===== config.mk =====
export PLATFORM = sky130hd
export DESIGN_NAME = cbus_axi_bridge_flat
export DESIGN_NICKNAME = d
export VERILOG_FILES = /design/src/rtl/cbus_axi_bridge_if.sv /design/src/rtl/cbus_axi_bridge.sv /design/src/flat_wrapper.sv
export SDC_FILE = /design/constraint.sdc
export NUM_CORES = 1
export LEC_CHECK = 0
export BUFFER_PORTS_ARGS = -buffer_cell sky130_fd_sc_hd__buf_4
export CORE_AREA = 2 2 109 111
export CTS_CLUSTER_DIAMETER = 80
export DETAILED_ROUTE_END_ITERATION = 16
export DIE_AREA = 0 0 111 113
export PLACE_DENSITY = 0.64
export SKIP_CTS_REPAIR_TIMING = 1
export SLEW_MARGIN = 20
export SYNTH_ARGS = -nofsm -noshare
export SYNTH_HDL_FRONTEND = slang
export SYNTH_SLANG_ARGS = --single-unit

===== constraint.sdc =====
create_clock -name clk -period 1.9 [get_ports clk]
set_input_delay 0.38 -clock clk [delete_from_list [all_inputs] [get_ports clk]]
set_output_delay 0.38 -clock clk [all_outputs]
set_load 0.02 [all_outputs]

===== src/rtl/cbus_axi_bridge_if.sv =====
// Bus payload types for the cache-side $Bus, plus the cache-side and AXI3
// interfaces used by cbus_axi_bridge.
package cbus_axi_bridge_pkg;
  localparam int unsigned ADDR_W  = 32;
  localparam int unsigned DATA_W  = 32;
  localparam int unsigned ORDER_W = 3;

  typedef struct packed {
    logic                valid;
    logic                is_write;
    logic [ORDER_W-1:0]  order;
    logic [ADDR_W-1:0]   addr;
    logic [DATA_W-1:0]   wdata;
  } cbus_req_t;

  typedef struct packed {
    logic                okay;
    logic                last;
    logic [DATA_W-1:0]   rdata;
  } cbus_resp_t;
endpackage

interface cbus_if;
  import cbus_axi_bridge_pkg::*;
  cbus_req_t  req;
  cbus_resp_t resp;

  modport master (output req, input resp);
  modport slave  (input req, output resp);
endinterface

interface axi_if;
  logic [3:0]  arid;
  logic [31:0] araddr;
  logic [3:0]  arlen;
  logic [2:0]  arsize;
  logic [1:0]  arburst;
  logic        arvalid;
  logic        arready;
  logic [31:0] rdata;
  logic        rlast;
  logic [1:0]  rresp;
  logic        rvalid;
  logic        rready;
  logic [3:0]  awid;
  logic [31:0] awaddr;
  logic [3:0]  awlen;
  logic [2:0]  awsize;
  logic [1:0]  awburst;
  logic        awvalid;
  logic        awready;
  logic [31:0] wdata;
  logic [3:0]  wstrb;
  logic        wlast;
  logic        wvalid;
  logic        wready;
  logic [1:0]  bresp;
  logic        bvalid;
  logic        bready;

  modport master (
    output arid, araddr, arlen, arsize, arburst, arvalid, input arready,
    input  rdata, rlast, rresp, rvalid, output rready,
    output awid, awaddr, awlen, awsize, awburst, awvalid, input awready,
    output wdata, wstrb, wlast, wvalid, input wready,
    input  bresp, bvalid, output bready
  );
  modport slave (
    input  arid, araddr, arlen, arsize, arburst, arvalid, output arready,
    output rdata, rlast, rresp, rvalid, input rready,
    input  awid, awaddr, awlen, awsize, awburst, awvalid, output awready,
    input  wdata, wstrb, wlast, wvalid, output wready,
    output bresp, bvalid, input bready
  );
endinterface


===== src/rtl/cbus_axi_bridge.sv =====
// Turns one cache line refill / write-back on the $Bus into a single AXI3 INCR
// burst; one transaction outstanding at a time.
module cbus_axi_bridge #(
  parameter logic [3:0] AXI_ID = 4'h0
) (
  input  logic   clk,
  input  logic   reset,
  cbus_if.slave  cbus,
  axi_if.master  axi
);
  localparam int unsigned LEN_W  = 4;
  localparam int unsigned ADDR_W = 32;

  typedef enum logic [2:0] {
    IDLE = 3'd0,
    AR   = 3'd1,
    R    = 3'd2,
    AW   = 3'd3,
    W    = 3'd4,
    B    = 3'd5
  } state_t;

  state_t             state;
  logic [LEN_W-1:0]   beat;
  logic [LEN_W-1:0]   len;
  logic [ADDR_W-1:0]  addr;
  logic               arvalid_q, rready_q, awvalid_q, wvalid_q, wlast_q, bready_q;

  logic [LEN_W-1:0]   len_c;
  logic               at_last_c;
  logic               okay_c;
  logic               unused_axi;

  assign len_c     = LEN_W'((5'd1 << cbus.req.order) - 5'd1);
  assign at_last_c = (beat == len);

  // Per-beat handshake reported straight back to the cache with no added latency.
  assign okay_c = ((state == R) && axi.rvalid) || ((state == W) && axi.wready);

  always_ff @(posedge clk or posedge reset) begin
    if (reset) begin
      state     <= IDLE;
      beat      <= '0;
      len       <= '0;
      addr      <= '0;
      arvalid_q <= 1'b0;
      rready_q  <= 1'b0;
      awvalid_q <= 1'b0;
      wvalid_q  <= 1'b0;
      wlast_q   <= 1'b0;
      bready_q  <= 1'b0;
    end else begin
      case (state)
        IDLE: begin
          if (cbus.req.valid) begin
            addr <= cbus.req.addr;
            len  <= len_c;
            beat <= '0;
            if (cbus.req.is_write) begin
              state     <= AW;
              awvalid_q <= 1'b1;
            end else begin
              state     <= AR;
              arvalid_q <= 1'b1;
            end
          end
        end
        AR: begin
          if (axi.arready) begin
            arvalid_q <= 1'b0;
            rready_q  <= 1'b1;
            state     <= R;
          end
        end
        R: begin
          // Beat counter decides the end of burst; rlast is ignored.
          if (axi.rvalid) begin
            beat <= beat + 4'd1;
            if (at_last_c) begin
              rready_q <= 1'b0;
              state    <= IDLE;
            end
          end
        end
        AW: begin
          if (axi.awready) begin
            awvalid_q <= 1'b0;
            wvalid_q  <= 1'b1;
            wlast_q   <= (len == '0);
            state     <= W;
          end
        end
        W: begin
          if (axi.wready) begin
            beat <= beat + 4'd1;
            if (at_last_c) begin
              wvalid_q <= 1'b0;
              wlast_q  <= 1'b0;
              bready_q <= 1'b1;
              state    <= B;
            end else begin
              wlast_q <= ((beat + 4'd1) == len);
            end
          end
        end
        B: begin
          if (axi.bvalid) begin
            bready_q <= 1'b0;
            state    <= IDLE;
          end
        end
        default: state <= IDLE;
      endcase
    end
  end

  assign axi.arid    = AXI_ID;
  assign axi.araddr  = addr;
  assign axi.arlen   = len;
  assign axi.arsize  = 3'b010;
  assign axi.arburst = 2'b01;
  assign axi.arvalid = arvalid_q;
  assign axi.rready  = rready_q;

  assign axi.awid    = AXI_ID;
  assign axi.awaddr  = addr;
  assign axi.awlen   = len;
  assign axi.awsize  = 3'b010;
  assign axi.awburst = 2'b01;
  assign axi.awvalid = awvalid_q;

  assign axi.wdata   = cbus.req.wdata;
  assign axi.wstrb   = 4'hF;
  assign axi.wlast   = wlast_q;
  assign axi.wvalid  = wvalid_q;
  assign axi.bready  = bready_q;

  assign cbus.resp.okay  = okay_c;
  assign cbus.resp.last  = okay_c && at_last_c;
  assign cbus.resp.rdata = axi.rdata;

  assign unused_axi = ^{axi.rlast, axi.rresp, axi.bresp};
endmodule


===== src/flat_wrapper.sv =====
// flat-port wrapper written by rule: the top's interface ports become plain ports
module cbus_axi_bridge_flat 
#(
  parameter logic [3:0] AXI_ID = 4'h0
)
  (clk, reset, cbus_req, cbus_resp, axi_arid, axi_araddr, axi_arlen, axi_arsize, axi_arburst, axi_arvalid, axi_arready, axi_rdata, axi_rlast, axi_rresp, axi_rvalid, axi_rready, axi_awid, axi_awaddr, axi_awlen, axi_awsize, axi_awburst, axi_awvalid, axi_awready, axi_wdata, axi_wstrb, axi_wlast, axi_wvalid, axi_wready, axi_bresp, axi_bvalid, axi_bready);
  cbus_if cbus_i ();
  axi_if axi_i ();
  input  logic clk;
  input  logic reset;
  input wire logic [$bits(cbus_i.req)-1:0] cbus_req;
  output wire logic [$bits(cbus_i.resp)-1:0] cbus_resp;
  output wire logic [$bits(axi_i.arid)-1:0] axi_arid;
  output wire logic [$bits(axi_i.araddr)-1:0] axi_araddr;
  output wire logic [$bits(axi_i.arlen)-1:0] axi_arlen;
  output wire logic [$bits(axi_i.arsize)-1:0] axi_arsize;
  output wire logic [$bits(axi_i.arburst)-1:0] axi_arburst;
  output wire logic [$bits(axi_i.arvalid)-1:0] axi_arvalid;
  input wire logic [$bits(axi_i.arready)-1:0] axi_arready;
  input wire logic [$bits(axi_i.rdata)-1:0] axi_rdata;
  input wire logic [$bits(axi_i.rlast)-1:0] axi_rlast;
  input wire logic [$bits(axi_i.rresp)-1:0] axi_rresp;
  input wire logic [$bits(axi_i.rvalid)-1:0] axi_rvalid;
  output wire logic [$bits(axi_i.rready)-1:0] axi_rready;
  output wire logic [$bits(axi_i.awid)-1:0] axi_awid;
  output wire logic [$bits(axi_i.awaddr)-1:0] axi_awaddr;
  output wire logic [$bits(axi_i.awlen)-1:0] axi_awlen;
  output wire logic [$bits(axi_i.awsize)-1:0] axi_awsize;
  output wire logic [$bits(axi_i.awburst)-1:0] axi_awburst;
  output wire logic [$bits(axi_i.awvalid)-1:0] axi_awvalid;
  input wire logic [$bits(axi_i.awready)-1:0] axi_awready;
  output wire logic [$bits(axi_i.wdata)-1:0] axi_wdata;
  output wire logic [$bits(axi_i.wstrb)-1:0] axi_wstrb;
  output wire logic [$bits(axi_i.wlast)-1:0] axi_wlast;
  output wire logic [$bits(axi_i.wvalid)-1:0] axi_wvalid;
  input wire logic [$bits(axi_i.wready)-1:0] axi_wready;
  input wire logic [$bits(axi_i.bresp)-1:0] axi_bresp;
  input wire logic [$bits(axi_i.bvalid)-1:0] axi_bvalid;
  output wire logic [$bits(axi_i.bready)-1:0] axi_bready;
  assign cbus_i.req = cbus_req;
  assign cbus_resp = cbus_i.resp;
  assign axi_arid = axi_i.arid;
  assign axi_araddr = axi_i.araddr;
  assign axi_arlen = axi_i.arlen;
  assign axi_arsize = axi_i.arsize;
  assign axi_arburst = axi_i.arburst;
  assign axi_arvalid = axi_i.arvalid;
  assign axi_i.arready = axi_arready;
  assign axi_i.rdata = axi_rdata;
  assign axi_i.rlast = axi_rlast;
  assign axi_i.rresp = axi_rresp;
  assign axi_i.rvalid = axi_rvalid;
  assign axi_rready = axi_i.rready;
  assign axi_awid = axi_i.awid;
  assign axi_awaddr = axi_i.awaddr;
  assign axi_awlen = axi_i.awlen;
  assign axi_awsize = axi_i.awsize;
  assign axi_awburst = axi_i.awburst;
  assign axi_awvalid = axi_i.awvalid;
  assign axi_i.awready = axi_awready;
  assign axi_wdata = axi_i.wdata;
  assign axi_wstrb = axi_i.wstrb;
  assign axi_wlast = axi_i.wlast;
  assign axi_wvalid = axi_i.wvalid;
  assign axi_i.wready = axi_wready;
  assign axi_i.bresp = axi_bresp;
  assign axi_i.bvalid = axi_bvalid;
  assign axi_bready = axi_i.bready;
  cbus_axi_bridge #(.AXI_ID(AXI_ID)) u_core (.clk(clk), .reset(reset), .cbus(cbus_i), .axi(axi_i));
endmodule

## Yosys cells after proc, flatten, opt, wreduce, memory -nomap -nowiden

Index checks and enable logic that the tools add are counted.

- Input bits: 113
- Register bits after elaboration: 49
- Output and inout port bits: 166
- Word-level logic and storage cells: 88

- Equality and inequality tests: 17
- Muxes and demuxes: 37
- Reductions and logical operators: 21
- Add/subtract/negate cells: 2
- Shifts and indexed selects: 1

Operators by type and width:

| kind | count |
|---|---|
| 3-bit 2-to-1 mux | 8 |
| 4-bit AND reduction | 6 |
| 3-bit case mux with 6 select lines | 1 |
| 1-bit 2-to-1 mux | 17 |
| 2-bit != test (second input constant) | 8 |
| 4-bit 2-to-1 mux | 3 |
| 1-bit case mux with 2 select lines | 6 |
| 4-bit case mux with 3 select lines | 1 |
| 2-bit nonzero test | 5 |
| 4-bit equality test | 2 |
| 8-bit AND reduction | 1 |
| 3-bit by 2-bit equality test with 1-bit output (second input constant) | 2 |
| 3-bit equality test (second input constant) | 2 |
| 4-bit by 1-bit adder with 4-bit output (second input constant) | 1 |
| 4-bit zero test | 1 |
| 2-bit by 1-bit != test with 1-bit output (second input constant) | 2 |
| 1-bit by 3-bit left shift with 4-bit output (first input constant) | 1 |
| 4-bit by 1-bit subtractor with 4-bit output (second input constant) | 1 |
| 3-bit by 1-bit equality test with 1-bit output (second input constant) | 1 |
| 1-bit logical AND | 3 |
| 3-bit zero test | 1 |
| 3-bit AND reduction | 1 |
| 3-bit nonzero test | 1 |
| 2-bit 2-to-1 mux | 1 |
| 2 further kinds | 2 |

## Longest topological paths before layout

Gate-level depths: netlist of the first run.

- Word-level depth: 5
- Mapped depth: 6
- Gate-level depth less buffers: 5

## Worst setup path before layout of the first run

No wires, ideal clock.

- Path kind: reg-to-output
- From: register u_core.state[1]
- To: output port cbus_resp[32]
- Data arrival time: 1424 ps
- Required time: 1520 ps
- Cell stages (with the launch flop): 5
- Path slack: 96 ps
- Buffers on the path: 1
- Path through: dfrtp_1 > buf_2 > o31a_1 > or2_1 > nor2_1

- Longest elaborated chain between the ends: 4
- Elaborated cells on any way between the ends: 6
- Classes of those cells: eq/ne: 2; reduce/logical: 4

Ends and longest elaborated chain:

| element | line | text |
|---|---|---|
| start, declared | cbus_axi_bridge.sv:23 | `state_t state;` |
| start signal, assigned | cbus_axi_bridge.sv:42 | `state <= IDLE;` |
| start signal, assigned | cbus_axi_bridge.sv:60 | `state <= AW;` |
| start signal, assigned | cbus_axi_bridge.sv:63 | `state <= AR;` |
| 3-bit by 2-bit equality test with 1-bit output / 3-bit equality test (equally long branches) | cbus_axi_bridge.sv:38 | `assign okay_c = ((state == R) && axi.rvalid) \|\| ((state == W) && axi.wready);` |
| 1-bit logical AND | cbus_axi_bridge.sv:38 |  |
| 1-bit logical OR * | cbus_axi_bridge.sv:38 |  |
| 1-bit logical AND * | cbus_axi_bridge.sv:139 | `assign cbus.resp.last = okay_c && at_last_c;` |
| end, declared | flat_wrapper.sv:12 | `output wire logic [$bits(cbus_i.resp)-1:0] cbus_resp;` |

Mark *: on every way between the ends. The rest lies on a longest branch, timed or not.

## Worst setup path after layout of the first run

- From: register u_core.state[2]
- To: output port cbus_resp[32]

Same word-level chain as after synthesis.

==> flow_summary.ini, run 1 <==
[placement]
hpwl_um = 5516
port-buffer-count = 123
place_area_um2 = 3428
pre_cts_slack_ps = 79.21
gp_congestion = 0.8101

[worst_setup_path]
critPathCaptureType = output pin
slowest_delay_ps = 460
worstSetupPathType = reg2out
crit_slowest_cell = dfrtp_2
cp-start-kind = flip-flop
path_cells = mux2i_1, o31a_1, or2_4, nor2_4, buf_6
path_buf_inv = 1
arrival_ps = 1710
cp.required_ps = 1520
path_delay_family = flip-flops
crit_fanout = 7

[synthesis]
ys_seq_area_frac = 0.3914
synth_area_leaders = dfrtp_1, buf_4, mux2_2
syn_area_um2 = 3133
async_flop_share = 1.000
synth_top_area_cell = dfrtp_1
synth-edff-count = 0
syn-instance-count = 303
synth_seq_cells = 49
synth_warnings = 0
ys_types = 41
postSynthAreaPerCell_um2 = 10.34
synth_ff_type = dfrtp_1
synth_top_cell_area_share = 0.3914

[finish]
mostFrequentLayoutCells = buf_4, dfrtp_1, mux2_2
num-nets-final = 449
design_area_um2 = 3638
layout_commonest_cell = buf_4
area_growth_pct = 16.13
n_antenna_cell = 0
drive_above_1_share = 0.5509
postLayoutCoreUtil = 0.3228

[grt]
grt_max_degree = 30
grt_pass1_wl_um = 10740
antenna_found_initial = 0
grt_usage = 0.1076
gr-total-overflow = 0
grt_pass1_vias = 1984

[cts]
cts_buffer_depth = 2
clock_sinks = 49
ctsHtreeMaxLevel = 2
cts_tree = yes
cts_inserted_buffers = 5
cts_root_buf = clkbuf_16
clock_latency_ps = 280
clk_pin_slew_ps = 70

[detailed_routing]
drtIter0Drc = 71
drc = 0
drtAntennaViolNets = 0
wirelength_um = 7135
via_count = 2034
firstDrtPassIters = 4
drt-wirelength-per-cell_um = 14.96
viasPerCell = 4.264

[timing]
drv_slew = 0
maxSlewHeadroom = 0.6492
layout_setup_ws_ps = -191.7
tightestPinTransition_ps = 525.5
fmax_mhz = 478.1
period_share = 1.101
setup_violations = 2
fin_skew_ps = 6.835
period_needed_ps = 2092
rsz0062_at_grt = yes
holdWs_ps = 133.8
finalHoldViolCount = 0

[power_and_ir_drop]
power.leakage_uw = 0.001727
power_density_nw_per_um2 = 1894
irDropWorstVdd_mv = 0.7940
power.total_uw = 6892

[flow_run]
drv_cap = 0

[floorplanning]
die_h_um = 113
core_um2 = 11270
die-area_um2 = 12540
start_util = 0.2779
rows = 39
ioPinCount = 279
fp.dieW_um = 111

[outcome]
status = complete, but fails checks
violations = negative setup slack

[worst_hold_path]
hold_path_class = in2async
## kinds of logic (layout without fill, tap and decap cells)
family                     count (synthesis)  after routing  share of synthesized area
DFF                                       49             49                     0.3914
adders and majority gates                  2              2                   0.007986
AOI/OAI and AO/OA                         26             26                    0.05432
and+or+nand+nor                           42             42                    0.06830
xor gates and xnor gates                   9              9                    0.02516
muxes                                     38             38                     0.1354
other                                      2             22                   0.002397
buffers and inverters                    135            146                     0.3151
## layout make-up
type	count	area [um2]
Fill cell	1148	7634
Sequential cell	49	1227
Tap cell	143	178.9
Clock buffer	5	125.1
Multi-Input combinational cell	139	1015
Clock inverter	2	35.03
Inverter	5	18.77
Timing Repair Buffer	134	1039
## synth_stat cells (all sizes together) (2+ instances only)
cell   number
a21oi       5
and3        2
buf       129
conb        2
dfrtp      49
ha          2
inv         5
mux2       35
mux2i       3
nand2      13
nand3       2
nand4       2
nor2       10
nor2b       2
nor4        2
o21ai       9
o22a        2
or2         2
xnor2       7
xor2        2
## final timing paths
check	start	endpoint	slack, ps	depth (start not counted)
worst max register to register	u_core.axi.arlen[2]	u_core.state[0]	160	5
worst min register to register	u_core.axi.awvalid	u_core.axi.awvalid	500	2
worst min-delay path	reset	u_core.beat[1]	130	2
max in group asynchronous	reset	u_core.axi.araddr[19]	1230	3
min in group clk	cbus_req[56]	u_core.axi.araddr[24]	320	2
worst max-delay path	u_core.state[2]	cbus_resp[32]	-190	5
## metal layers
layer  part of all wire  up-vias  global-route usage
met4              0.019        0             0.03833
met5                  0        -                   0
met3               0.12       14             0.03749
met1               0.34      955              0.1184
met2               0.52      148              0.1930
li1                   -      917                   -
## sequential cells by signal, summed over array words and instances (netlist names)
| register | count |
|---|---|
| u_core.axi.araddr | 32 |
| u_core.axi.arlen | 4 |
| u_core.axi.arvalid | 1 |
| u_core.axi.awvalid | 1 |
| u_core.axi.bready | 1 |
| u_core.axi.rready | 1 |
| u_core.axi.wlast | 1 |
| u_core.axi.wvalid | 1 |
| u_core.beat | 4 |
| u_core.state | 3 |
## report_power, final
| group | total, uW | switching, uW | leakage, uW | internal, uW |
|---|---|---|---|---|
| Combinational | 3890 | 2040 | 0.00108 | 1850 |
| Clock | 998 | 386 | 0.0000797 | 612 |
| Sequential | 2010 | 474 | 0.000572 | 1530 |
| Total | 6890 | 2900 | 0.00173 | 4000 |
## stage by stage
step           TNS (ps)  instances
2_1_floorplan         0        323
3_3_place_gp          0        467
3_5_place_dp          0        467
4_1_cts          -421.9        474
5_1_grt          -463.0        477
6_report         -359.6        477
Note: power is estimated with default switching activity, not from simulation.
==> run 2, diff against run 1 <==
==> constraint.sdc (replaced) <==
create_clock -name clk -period 2.3 [get_ports clk]
set_input_delay 0.46 -clock clk [delete_from_list [all_inputs] [get_ports clk]]
set_output_delay 0.46 -clock clk [all_outputs]
set_load 0.02 [all_outputs]
==> run 2 against run 1 <==
Compared with the run above: the run now ends clean; via count grew 0.29%; non-clock buffer count shrank 1; worst hold slack gained 80 ps; flip-flop and latch count is the same; first-iteration DRC count shrank 42%; sequential power shrank 18%; critical path type unchanged; largest power group unchanged.
==> flow_summary.ini, run 2 (same netlist as run 1, synthesis figures left out) <==
[detailed_routing]
routedLengthMet1_um = 2580
wirelength_um = 7258
route.top_layer_used = met4
firstDrtPassIters = 4
viasPerCell = 4.277
drc = 0
drt-wirelength-per-cell_um = 15.22
wl_met3_um = 723
via_count = 2040
drtIter0Drc = 41
drtAntennaViolNets = 0
route.met2.wl_um = 3782

[worst_setup_path]
r2r_slack_ps = 360
path_cells = mux2i_1, o31a_1, or2_4, nor2_1, buf_4
critPathCaptureType = output pin
crit_fanout = 7
r2r_end = u_core.axi.araddr[1]
cp.required_ps = 1840
crit_slowest_cell = dfrtp_2
r2r_cells = 6
arrival_ps = 1780
cp-start-kind = flip-flop
path_buf_inv = 1
slowest_delay_ps = 450
reg2reg_from = u_core.state[2]
path_delay_family = flip-flops
worstSetupPathType = reg2out

[finish]
n_antenna_cell = 0
layout_commonest_cell = buf_4
postLayoutCoreUtil = 0.3200
drive_above_1_share = 0.5419
area_growth_pct = 15.14
mostFrequentLayoutCells = buf_4, dfrtp_1, mux2_2
largest_reg_flops = 32
num-nets-final = 448
layout.cells.non_filler = 477
design_area_um2 = 3607
fillers = 1159

[floorplanning]
die_h_um = 113
core_um2 = 11270
start_util = 0.2779
ioPinCount = 279
fp.dieW_um = 111
die-area_um2 = 12540
rows = 39

[timing]
setup_violations = 0
layout_setup_ws_ps = 60.13
tightestPinTransition_ps = 525.4
fmax_mhz = 446.5
fin_skew_ps = 3.376
period_needed_ps = 2240
maxSlewHeadroom = 0.6492
finalHoldViolCount = 0
period_share = 0.9739
drv_slew = 0

[placement]
dp.cells = 466
place_area_um2 = 3408
port-buffer-count = 123
pre_cts_slack_ps = 281.3
gp_congestion = 0.8057
hpwl_um = 5637

[grt]
grt_max_degree = 30
grt_usage = 0.1079
grt_pass1_wl_um = 10660
gr-total-overflow = 0
antenna_found_initial = 0
grt_pass1_vias = 1983

[cts]
cts_buffer_depth = 2
clock_latency_ps = 290
cts_root_buf = clkbuf_16
clk_pin_slew_ps = 70
clock_sinks = 49
cts_inserted_buffers = 5
ctsHtreeMaxLevel = 2
cts_tree = yes

[power_and_ir_drop]
power_density_nw_per_um2 = 1580
power.leakage_uw = 0.001718
irDropWorstVdd_mv = 0.7919

[worst_hold_path]
hold_path_class = in2async

[outcome]
status = finished, final reports clean

[flow_run]
drv_cap = 0
## run 2: changes by cell type in the layout (fill, tap and decap cells not counted), sizes merged
cell / previous run / this run
clkbuf: 5 / 7
buf: 134 / 133
clkinv: 1 / 0
## run 2: per-stage QoR
step | setup TNS (ps) | power (uW) | hold WS, ps
floorplan | 0 | 4048 | 468.5
global placement | 0 | 4791 | 475.8
detailed placement | 0 | 4840 | 487.1
CTS | 0 | 5748 | 237.5
global route | -14.26 | 6033 | 248.7
finish | 0 | 5698 | 214.3
## run 2: worst register-to-register path, stage by stage (launching register included)
cell and delay (ps):
dfrtp_2 450, buf_4 150, buf_4 140, nor2_1 190
and3_2 220, buf_4 270, mux2_2 400
## run 2: layer usage
layer | vias up | track usage
li1 | 919 | -
met1 | 954 | 0.1161
met2 | 150 | 0.1959
met3 | 17 | 0.03589
met4 | 0 | 0.04333
met5 | - | 0
## run 2: power by group
| group | internal, uW | total (uW) | switching (uW) |
|---|---|---|---|
| clock | 544 | 865 | 321 |
| sequential | 1270 | 1650 | 384 |
| combinational | 1510 | 3180 | 1670 |
## run 2: final cells by class
type                    count  area, um2  area share
repair buffers            133       1011      0.2803
well taps                 143      178.9     0.04960
multi-input cells         139      998.5      0.2768
flip-flops and latches     49       1227      0.3403
clock inverters             1      30.03    0.008325
clock buffers               7      142.6     0.03954
inverters                   5      18.77    0.005203
## run 2: worst max-delay path by stage
stage                    startpoint             to  depth (start not counted)
floorplan           u_core.state[1]  cbus_resp[32]                          4
global placement         axi_wready  cbus_resp[32]                          6
detailed placement       axi_wready  cbus_resp[32]                          6
CTS                 u_core.state[2]  cbus_resp[32]                          5
global route        u_core.state[2]  cbus_resp[32]                          5
finish              u_core.state[2]  cbus_resp[32]                          5
